### src/rtl/universal_shift_register.sv
// N-bit universal shift register: bidirectional shift/rotate, parallel load,
// serial taps at both ends and a frame counter that pulses every WIDTH shifts.
module universal_shift_register #(
  parameter int                 WIDTH       = 8,
  parameter logic [WIDTH-1:0]   RESET_VALUE = {WIDTH{1'b0}}
) (
  input  logic                         clk,
  input  logic                         reset,
  input  logic                         set,
  input  logic                         ce,
  input  logic                         we,
  input  logic [2:0]                   mode,
  input  logic                         sin_msb,
  input  logic                         sin_lsb,
  input  logic [WIDTH-1:0]             pdata,
  output logic [WIDTH-1:0]             q,
  output logic                         sout_lsb,
  output logic                         sout_msb,
  output logic [$clog2(WIDTH+1)-1:0]   bit_cnt,
  output logic                         frame_done
);

  localparam int CW = $clog2(WIDTH+1);

  localparam logic [2:0] MODE_HOLD = 3'b000;
  localparam logic [2:0] MODE_SHR  = 3'b001;
  localparam logic [2:0] MODE_SHL  = 3'b010;
  localparam logic [2:0] MODE_ROR  = 3'b011;
  localparam logic [2:0] MODE_ROL  = 3'b100;
  localparam logic [2:0] MODE_LOAD = 3'b101;

  localparam logic [CW-1:0] CNT_LAST = CW'(WIDTH - 1);
  localparam logic [CW-1:0] CNT_ONE  = CW'(1);

  logic [WIDTH-1:0] data_q, data_d;
  logic [CW-1:0]    cnt_q, cnt_d;
  logic             frame_q, frame_d;

  logic [WIDTH-1:0] shr_vec, shl_vec, ror_vec, rol_vec;
  logic             op_en;
  logic             is_shift;
  logic             cnt_last;

  // Candidate next values for each direction, built per bit so the end bits
  // pick up either the serial input or the wrapped-around bit.
  for (genvar gi = 0; gi < WIDTH; gi++) begin : g_bits
    if (gi == WIDTH - 1) begin : g_top
      assign shr_vec[gi] = sin_msb;
      assign ror_vec[gi] = data_q[0];
    end else begin : g_top_inner
      assign shr_vec[gi] = data_q[gi+1];
      assign ror_vec[gi] = data_q[gi+1];
    end

    if (gi == 0) begin : g_bot
      assign shl_vec[gi] = sin_lsb;
      assign rol_vec[gi] = data_q[WIDTH-1];
    end else begin : g_bot_inner
      assign shl_vec[gi] = data_q[gi-1];
      assign rol_vec[gi] = data_q[gi-1];
    end
  end

  assign op_en    = ce && we;
  assign cnt_last = (cnt_q == CNT_LAST);

  always_comb begin
    is_shift = 1'b0;
    case (mode)
      MODE_SHR, MODE_SHL, MODE_ROR, MODE_ROL: is_shift = 1'b1;
      default:                                is_shift = 1'b0;
    endcase
  end

  // Next-state selection; reset is handled in the register process and has
  // the final word over everything computed here.
  always_comb begin
    data_d  = data_q;
    cnt_d   = cnt_q;
    frame_d = 1'b0;

    if (set) begin
      data_d = {WIDTH{1'b1}};
      cnt_d  = '0;
    end else if (op_en) begin
      case (mode)
        MODE_SHR:  data_d = shr_vec;
        MODE_SHL:  data_d = shl_vec;
        MODE_ROR:  data_d = ror_vec;
        MODE_ROL:  data_d = rol_vec;
        MODE_LOAD: begin
          data_d = pdata;
          cnt_d  = '0;
        end
        MODE_HOLD: data_d = data_q;
        default:   data_d = data_q;
      endcase

      if (is_shift) begin
        if (cnt_last) begin
          cnt_d   = '0;
          frame_d = 1'b1;
        end else begin
          cnt_d = cnt_q + CNT_ONE;
        end
      end
    end
  end

  always_ff @(posedge clk) begin
    if (reset) begin
      data_q  <= RESET_VALUE;
      cnt_q   <= '0;
      frame_q <= 1'b0;
    end else begin
      data_q  <= data_d;
      cnt_q   <= cnt_d;
      frame_q <= frame_d;
    end
  end

  assign q          = data_q;
  assign sout_lsb   = data_q[0];
  assign sout_msb   = data_q[WIDTH-1];
  assign bit_cnt    = cnt_q;
  assign frame_done = frame_q;

endmodule

### config.mk
export PLATFORM = sky130hd
export DESIGN_NAME = universal_shift_register
export DESIGN_NICKNAME = d
export VERILOG_FILES = /design/src/rtl/universal_shift_register.sv
export SDC_FILE = /design/constraint.sdc
export NUM_CORES = 1
export LEC_CHECK = 0
export BUFFER_PORTS_ARGS = -buffer_cell sky130_fd_sc_hd__buf_2
export CORE_MARGIN = 2
export CORE_UTILIZATION = 45
export DETAILED_ROUTE_END_ITERATION = 10
export PLACE_DENSITY = 0.75
export SETUP_SLACK_MARGIN = 0.2
export SKIP_CTS_REPAIR_TIMING = 1
export SKIP_LAST_GASP = 1
export SYNTH_ARGS = -nofsm -noshare
export SYNTH_HDL_FRONTEND = slang
export SYNTH_SLANG_ARGS = --single-unit
### constraint.sdc
create_clock -name clk -period 1.8 [get_ports clk]
set_clock_uncertainty 0.15 [all_clocks]
set_input_delay 0.09 -clock clk [delete_from_list [all_inputs] [get_ports clk]]
set_output_delay 0.09 -clock clk [all_outputs]
set_load 0.005 [all_outputs]
==> impl_metrics.json, run 1 <==
{
  "cts_num_sinks": 13,
  "dr.first_iter.drc_count": 22,
  "drv_slew": 0,
  "wl_per_cell_um": 13.2,
  "setup.worst_path.class": "flop to flop",
  "syn_area_um2": 845,
  "drt.antenna.violating_nets": 0,
  "rsz0062_at_grt": "false",
  "r2r_end": "bit_cnt[2]",
  "cts_buffer_depth": 2,
  "hold_path_class": "input pin to flop",
  "synth_edf_count": 0,
  "area_growth_pct": 22.2,
  "die_area_um2": 2240,
  "slew_headroom_pct": 76.4,
  "root_buffer": "clkbuf_4",
  "finalSetupViolations": 0,
  "final_hold_viol_count": 0,
  "final_nets": 153,
  "synth_top_area_cell": "dfxtp_1",
  "synth_top_area_share_pct": 30.8,
  "rrSetupSlack_ns": 0.37,
  "cp-start-kind": "flop",
  "place_area_um2": 985,
  "overflow": 0,
  "max_freq_mhz": 698,
  "die_w_um": 47.3,
  "p_per_area_nw_per_um2": 638,
  "outcome": "finished clean",
  "via_per_inst": 5.66,
  "cts_tree": "done",
  "antenna_found_initial": 0,
  "layout-drive-gt1-share_pct": 32.3,
  "final_cell_area_um2": 1030,
  "final.setup.tns_ns": 0,
  "yosysWarnings": 0,
  "cp_data_required_time_ns": 1.87,
  "p_leak_uw": 0.000443,
  "grt.total_usage_pct": 20.8,
  "cts.clk_slew.worst_paths_ns": 0.08,
  "initial_utilization_pct": 48.4,
  "fp.dieH_um": 47.3,
  "clock_latency_ns": 0.28,
  "drv_cap": 0,
  "place.gp.congestion": 0.832,
  "netlist_instances": 103,
  "coreArea_um2": 1750,
  "r2r_start": "bit_cnt[0]",
  "reg2regPathDepth": 4,
  "nFillCells": 171,
  "grt_pass1_wl_mm": 3.22,
  "io_buffers": 32,
  "finalWirelength_mm": 2.08,
  "period_share_pct": 79.6,
  "cp-startpoint": "bit_cnt[0]",
  "cts-buffers-inserted": 3,
  "critical_path.max_fanout": 5,
  "syn_nets": 122,
  "ys_ff_latch": 13,
  "drt-pass1-iter-count": 4,
  "ys_seq_area_share_pct": 30.8,
  "crit_arrival_ns": 1.50,
  "cp-end-kind": "flop",
  "first_global_vias": 735,
  "synthTopCellsByArea": "dfxtp_1, a21oi_1, o22ai_1",
  "pin_count": 33,
  "synthArstFlopShare_pct": 0,
  "dr_total_vias": 894,
  "synth_flop_cell": "dfxtp_1",
  "dp_hpwl_mm": 1.56,
  "ys_types": 40,
  "syn_avg_cell_area_um2": 8.20,
  "cp-endpoint": "bit_cnt[2]",
  "grt_max_degree": 18,
  "h-tree-depth": 1,
  "min_period_ns": 1.43,
  "rows": 15,
  "diodes": 0,
  "vdd_drop_max_mv": 0.312,
  "drc": 0,
  "worstMarginPinSlew_ns": 0.353
}
-- cell type report --
type                       count  area (um^2)  share of cell area (%)
inverter                       4         15.0                    1.45
clock buffer                   3         22.5                    2.18
sequential                    13          260                    25.2
tap                           25         31.3                    3.03
timing repair buffer          34          180                    17.5
multi-input combinational     78          518                    50.2
clock inverter                 1         5.00                   0.485
-- per-stage QoR --
stage	setup WS, ns	utilization [%]	total power (uW)	hold slack [ns]	instances
finish	0.367	59.1	659	0.000524	158
floorplan	0.461	-	429	0.136	103
global route	0.280	59.1	700	0.00568	158
global placement	0.251	56.4	476	0.260	152
detailed placement	0.214	56.4	480	0.273	152
CTS	0.355	58.0	662	-0.0290	156
-- critical path: stages, from the launching register on --
cell     delay, ns
dfxtp_1       0.35
ha_1          0.24
nor4b_1       0.36
o21ai_0       0.12
a21oi_1       0.14
-- synthesized netlist by cell type (3+ instances only) --
| master | number |
|---|---|
| and3_1 | 3 |
| inv_1 | 4 |
| a221oi_1 | 3 |
| o22ai_1 | 5 |
| buf_4 | 3 |
| nor2b_1 | 4 |
| a21oi_1 | 11 |
| nand2_1 | 5 |
| a22oi_1 | 3 |
| o21ai_0 | 4 |
| nor2_1 | 6 |
| dfxtp_1 | 13 |
-- where the power goes --
| group | internal, uW | leakage (uW) | switching, uW | total (uW) |
|---|---|---|---|---|
| Sequential | 304 | 0.000107 | 19.7 | 324 |
| Combinational | 74.6 | 0.000318 | 79.7 | 154 |
| Clock | 82.6 | 0.0000177 | 98.3 | 181 |
-- how the worst min path moves through the flow --
stage,start,to,cells after the start
floorplan,reset,bit_cnt[2],2
global placement,sin_msb,q[7],3
detailed placement,reset,q[1],2
CTS,reset,q[1],2
global route,set,frame_done,2
finish,set,frame_done,2
-- cell usage in the layout, fill, tap and decap left out, drive strengths merged, types with 2 or more instances in the layout --
master,netlist,layout
nor3b,3,3
nor3,3,3
and3,3,3
dlygate4sd3,0,2
o22ai,5,5
nand3b,2,2
nand2,5,5
a21oi,11,11
clkbuf,2,3
a22oi,3,3
nor2b,4,4
or2,2,2
inv,4,4
o211ai,2,2
mux2i,2,2
buf,6,32
dfxtp,13,13
nor4b,2,2
a211oi,2,2
nand3,2,2
nor2,7,7
o21ai,5,5
a221oi,3,3
-- layer usage --
metal	share of wire (%)	track usage [%]	wire [um]	vias up
met5	0	0	0	-
met1	45	27.3	931	417
li1	-	-	-	448
met2	48	31.4	1000	24
met4	1.1	7.78	22	0
met3	6.0	7.31	124	5
-- cell families (layout without fill, tap and decap cells) --
family                     after synthesis  after routing  synth area share [%]
AOI/OAI and AO/OA                       38             38                  30.2
adders and majority gates                1              1                  1.48
and+or+nand+nor                         35             35                  24.9
buffers and inverters                   12             42                  7.85
muxes                                    3              3                  3.70
xor gates and xnor gates                 1              1                  1.04
DFF                                     13             13                  30.8
-- sequential cells by signal, summed over array words and instances, names as in the netlist --
signal,cells
q,8
bit_cnt,4
frame_done,1
Note: power is estimated with default switching activity, not from simulation.
==> run 2: changes to the inputs <==
Settings changed: ABC_AREA set to 1.
Clock period 1.8 ns to 1.4 ns, I/O delays scaled along.
==> run 2 against run 1 <==
Against the previous run: first-iteration DRC count grew 55%; sequential share of layout area shrank 1.7 points; critical path type unchanged; the run now ends with hold timing left; setup slack lost 0.21 ns; combinational power grew 29%; cell count grew 31%.
==> impl_metrics.json, run 2 <==
{
  "power_frac_comb_pct": 23.5,
  "synthTopCellsByArea": "dfxtp_1, nand2_1, nand3_1",
  "syn_area_um2": 853,
  "timing.critical_path.buf_inv": 1,
  "initial_utilization_pct": 48.4,
  "period_share_pct": 88.5,
  "via_per_inst": 4.90,
  "syn_nets": 163,
  "rows": 15,
  "synth_flop_cell": "dfxtp_1",
  "route.met2.wl_mm": 1.00,
  "drv_slew": 0,
  "die_area_um2": 2260,
  "overflow": 0,
  "cp-end-kind": "flop",
  "cts_num_sinks": 13,
  "worstPathCellList": "ha_4 -> nand2_4 -> inv_4 -> a21oi_4 -> nand3_2 -> a21oi_2",
  "io_buffers": 32,
  "max_freq_mhz": 807,
  "first_global_vias": 836,
  "cts-buffers-inserted": 3,
  "dp_hpwl_mm": 1.64,
  "clock_latency_ns": 0.28,
  "synth_edf_count": 0,
  "cts.clk_slew.worst_paths_ns": 0.08,
  "fp.dieH_um": 47.5,
  "cts_tree": "done",
  "p_leak_uw": 0.000624,
  "cts_buffer_depth": 2,
  "rsz0062_at_grt": "true",
  "final_nets": 202,
  "power_frac_seq_pct": 48.7,
  "critPathSlowestCell": "dfxtp_4",
  "synth_top_area_cell": "dfxtp_1",
  "finalWirelength_mm": 2.19,
  "drt.antenna.violating_nets": 0,
  "post-place-ws_ns": 0.113,
  "finalSetupViolations": 0,
  "grt_max_degree": 13,
  "syn_avg_cell_area_um2": 5.93,
  "hold_depth": 4,
  "synth_commonest_cells": "nand2_1, nand3_1, nor2_1, inv_1, dfxtp_1",
  "max_stage_delay_ns": 0.37,
  "m1WireLength_mm": 1.02,
  "vdd_drop_max_mv": 0.465,
  "mostFrequentLayoutCells": "nand2_1, buf_2, nand3_1, nor2_1, inv_1",
  "sw_frac_of_total_pct": 31.0,
  "diodes": 0,
  "ys_seq_area_share_pct": 30.5,
  "drv_cap": 0,
  "synth_top_area_share_pct": 30.5,
  "yosysMostFrequentCell": "nand2_1",
  "hold_path_class": "input pin to flop",
  "p_per_area_nw_per_um2": 751,
  "p_sw_uw": 262,
  "ys_ff_latch": 13,
  "final_hold_viol_count": 8,
  "crit_arrival_ns": 1.30,
  "p_int_uw": 584,
  "setup.worst_path.class": "flop to flop",
  "largest_reg_flops": 8,
  "ys_types": 19,
  "slew_headroom_pct": 79.9,
  "outcome": "finished, violations left",
  "drt-pass1-iter-count": 4,
  "grt.total_usage_pct": 21.9,
  "layout-drive-gt1-share_pct": 31.3,
  "place.gp.congestion": 0.828,
  "final_common_cell": "nand2_1",
  "cp_data_required_time_ns": 1.46,
  "synthArstFlopShare_pct": 0,
  "dr.first_iter.drc_count": 34,
  "yosysWarnings": 0,
  "critPathTopFamily": "flip-flops",
  "min_period_ns": 1.24,
  "power.clock.fraction_pct": 27.7,
  "critical_path.max_fanout": 4,
  "fin_cells": 207,
  "area_growth_pct": 32.0,
  "final.setup.tns_ns": 0,
  "die_w_um": 47.5,
  "worstSetupPathDepth": 6,
  "wl_per_cell_um": 10.6,
  "dp_cells": 199,
  "grt_pass1_wl_mm": 3.55,
  "dr_wl_met3_um": 139,
  "cp-start-kind": "flop",
  "pin_count": 33,
  "hold_ws_ns": -0.0606,
  "root_buffer": "clkbuf_4",
  "violations": "hold timing",
  "coreArea_um2": 1760,
  "h-tree-depth": 1,
  "drc": 0,
  "netlist_instances": 144,
  "final.setup.worst_slack_ns": 0.161,
  "finalCoreUtilization_pct": 63.8,
  "reg2regPathDepth": 6,
  "antenna_found_initial": 0,
  "worstMarginPinSlew_ns": 0.300,
  "dr_total_vias": 1015,
  "top_layer_used": "met4"
}
## run 2: worst paths after layout
kind | slack [ns] | endpoint | start
max | 0.16 | bit_cnt[0] | bit_cnt[0]
min | -0.06 | bit_cnt[0] | reset
max reg2reg | 0.16 | bit_cnt[0] | bit_cnt[0]
min reg2reg | 0.36 | frame_done | bit_cnt[3]
## run 2: cell type report
class	instances	area, um^2
Fill cell	187	638
Clock buffer	4	26.3
Tap cell	25	31.3
Sequential cell	13	265
Multi-Input combinational cell	107	524
Timing Repair Buffer	37	198
Inverter	21	81.3
## run 2: cell families (layout without fill, tap and decap cells)
kind of cell | Yosys count | in the layout | synth area share [%]
AO/OA/AOI/OAI | 8 | 8 | 5.57
AND/OR/NAND/NOR | 98 | 98 | 50.1
adder cells (fa/ha/maj) | 1 | 1 | 1.47
flip-flops | 13 | 13 | 30.5
buffers and inverters | 24 | 62 | 12.3
## run 2: power by group through the flow
stage / Combinational [uW] / Sequential [uW] / Clock (uW)
floorplan: 121 / 421 / 0
global placement: 188 / 421 / 0
detailed placement: 192 / 423 / 0
CTS: 193 / 414 / 237
global route: 230 / 417 / 257
finish: 199 / 412 / 235
## run 2: worst register-to-register path: stages, from the launching register on
cell and delay [ns]:
dfxtp_4 0.37, ha_4 0.16, nand2_4 0.08, inv_4 0.04, a21oi_4 0.13, nand3_2 0.10
a21oi_2 0.14
## run 2: stage by stage
| stage | total power, uW | instance area [um^2] |
|---|---|---|
| after floorplan | 541 | 855 |
| after global placement | 610 | 1030 |
| after detailed placement | 615 | 1030 |
| after CTS | 844 | 1050 |
| after global routing | 903 | 1130 |
| final | 846 | 1130 |
## run 2: per-layer routing
metal  global-route usage, %  vias up
met1                    30.9      442
li1                        -      531
met4                    8.11        0
met2                    34.6       38
met3                    2.26        4
met5                       0        -
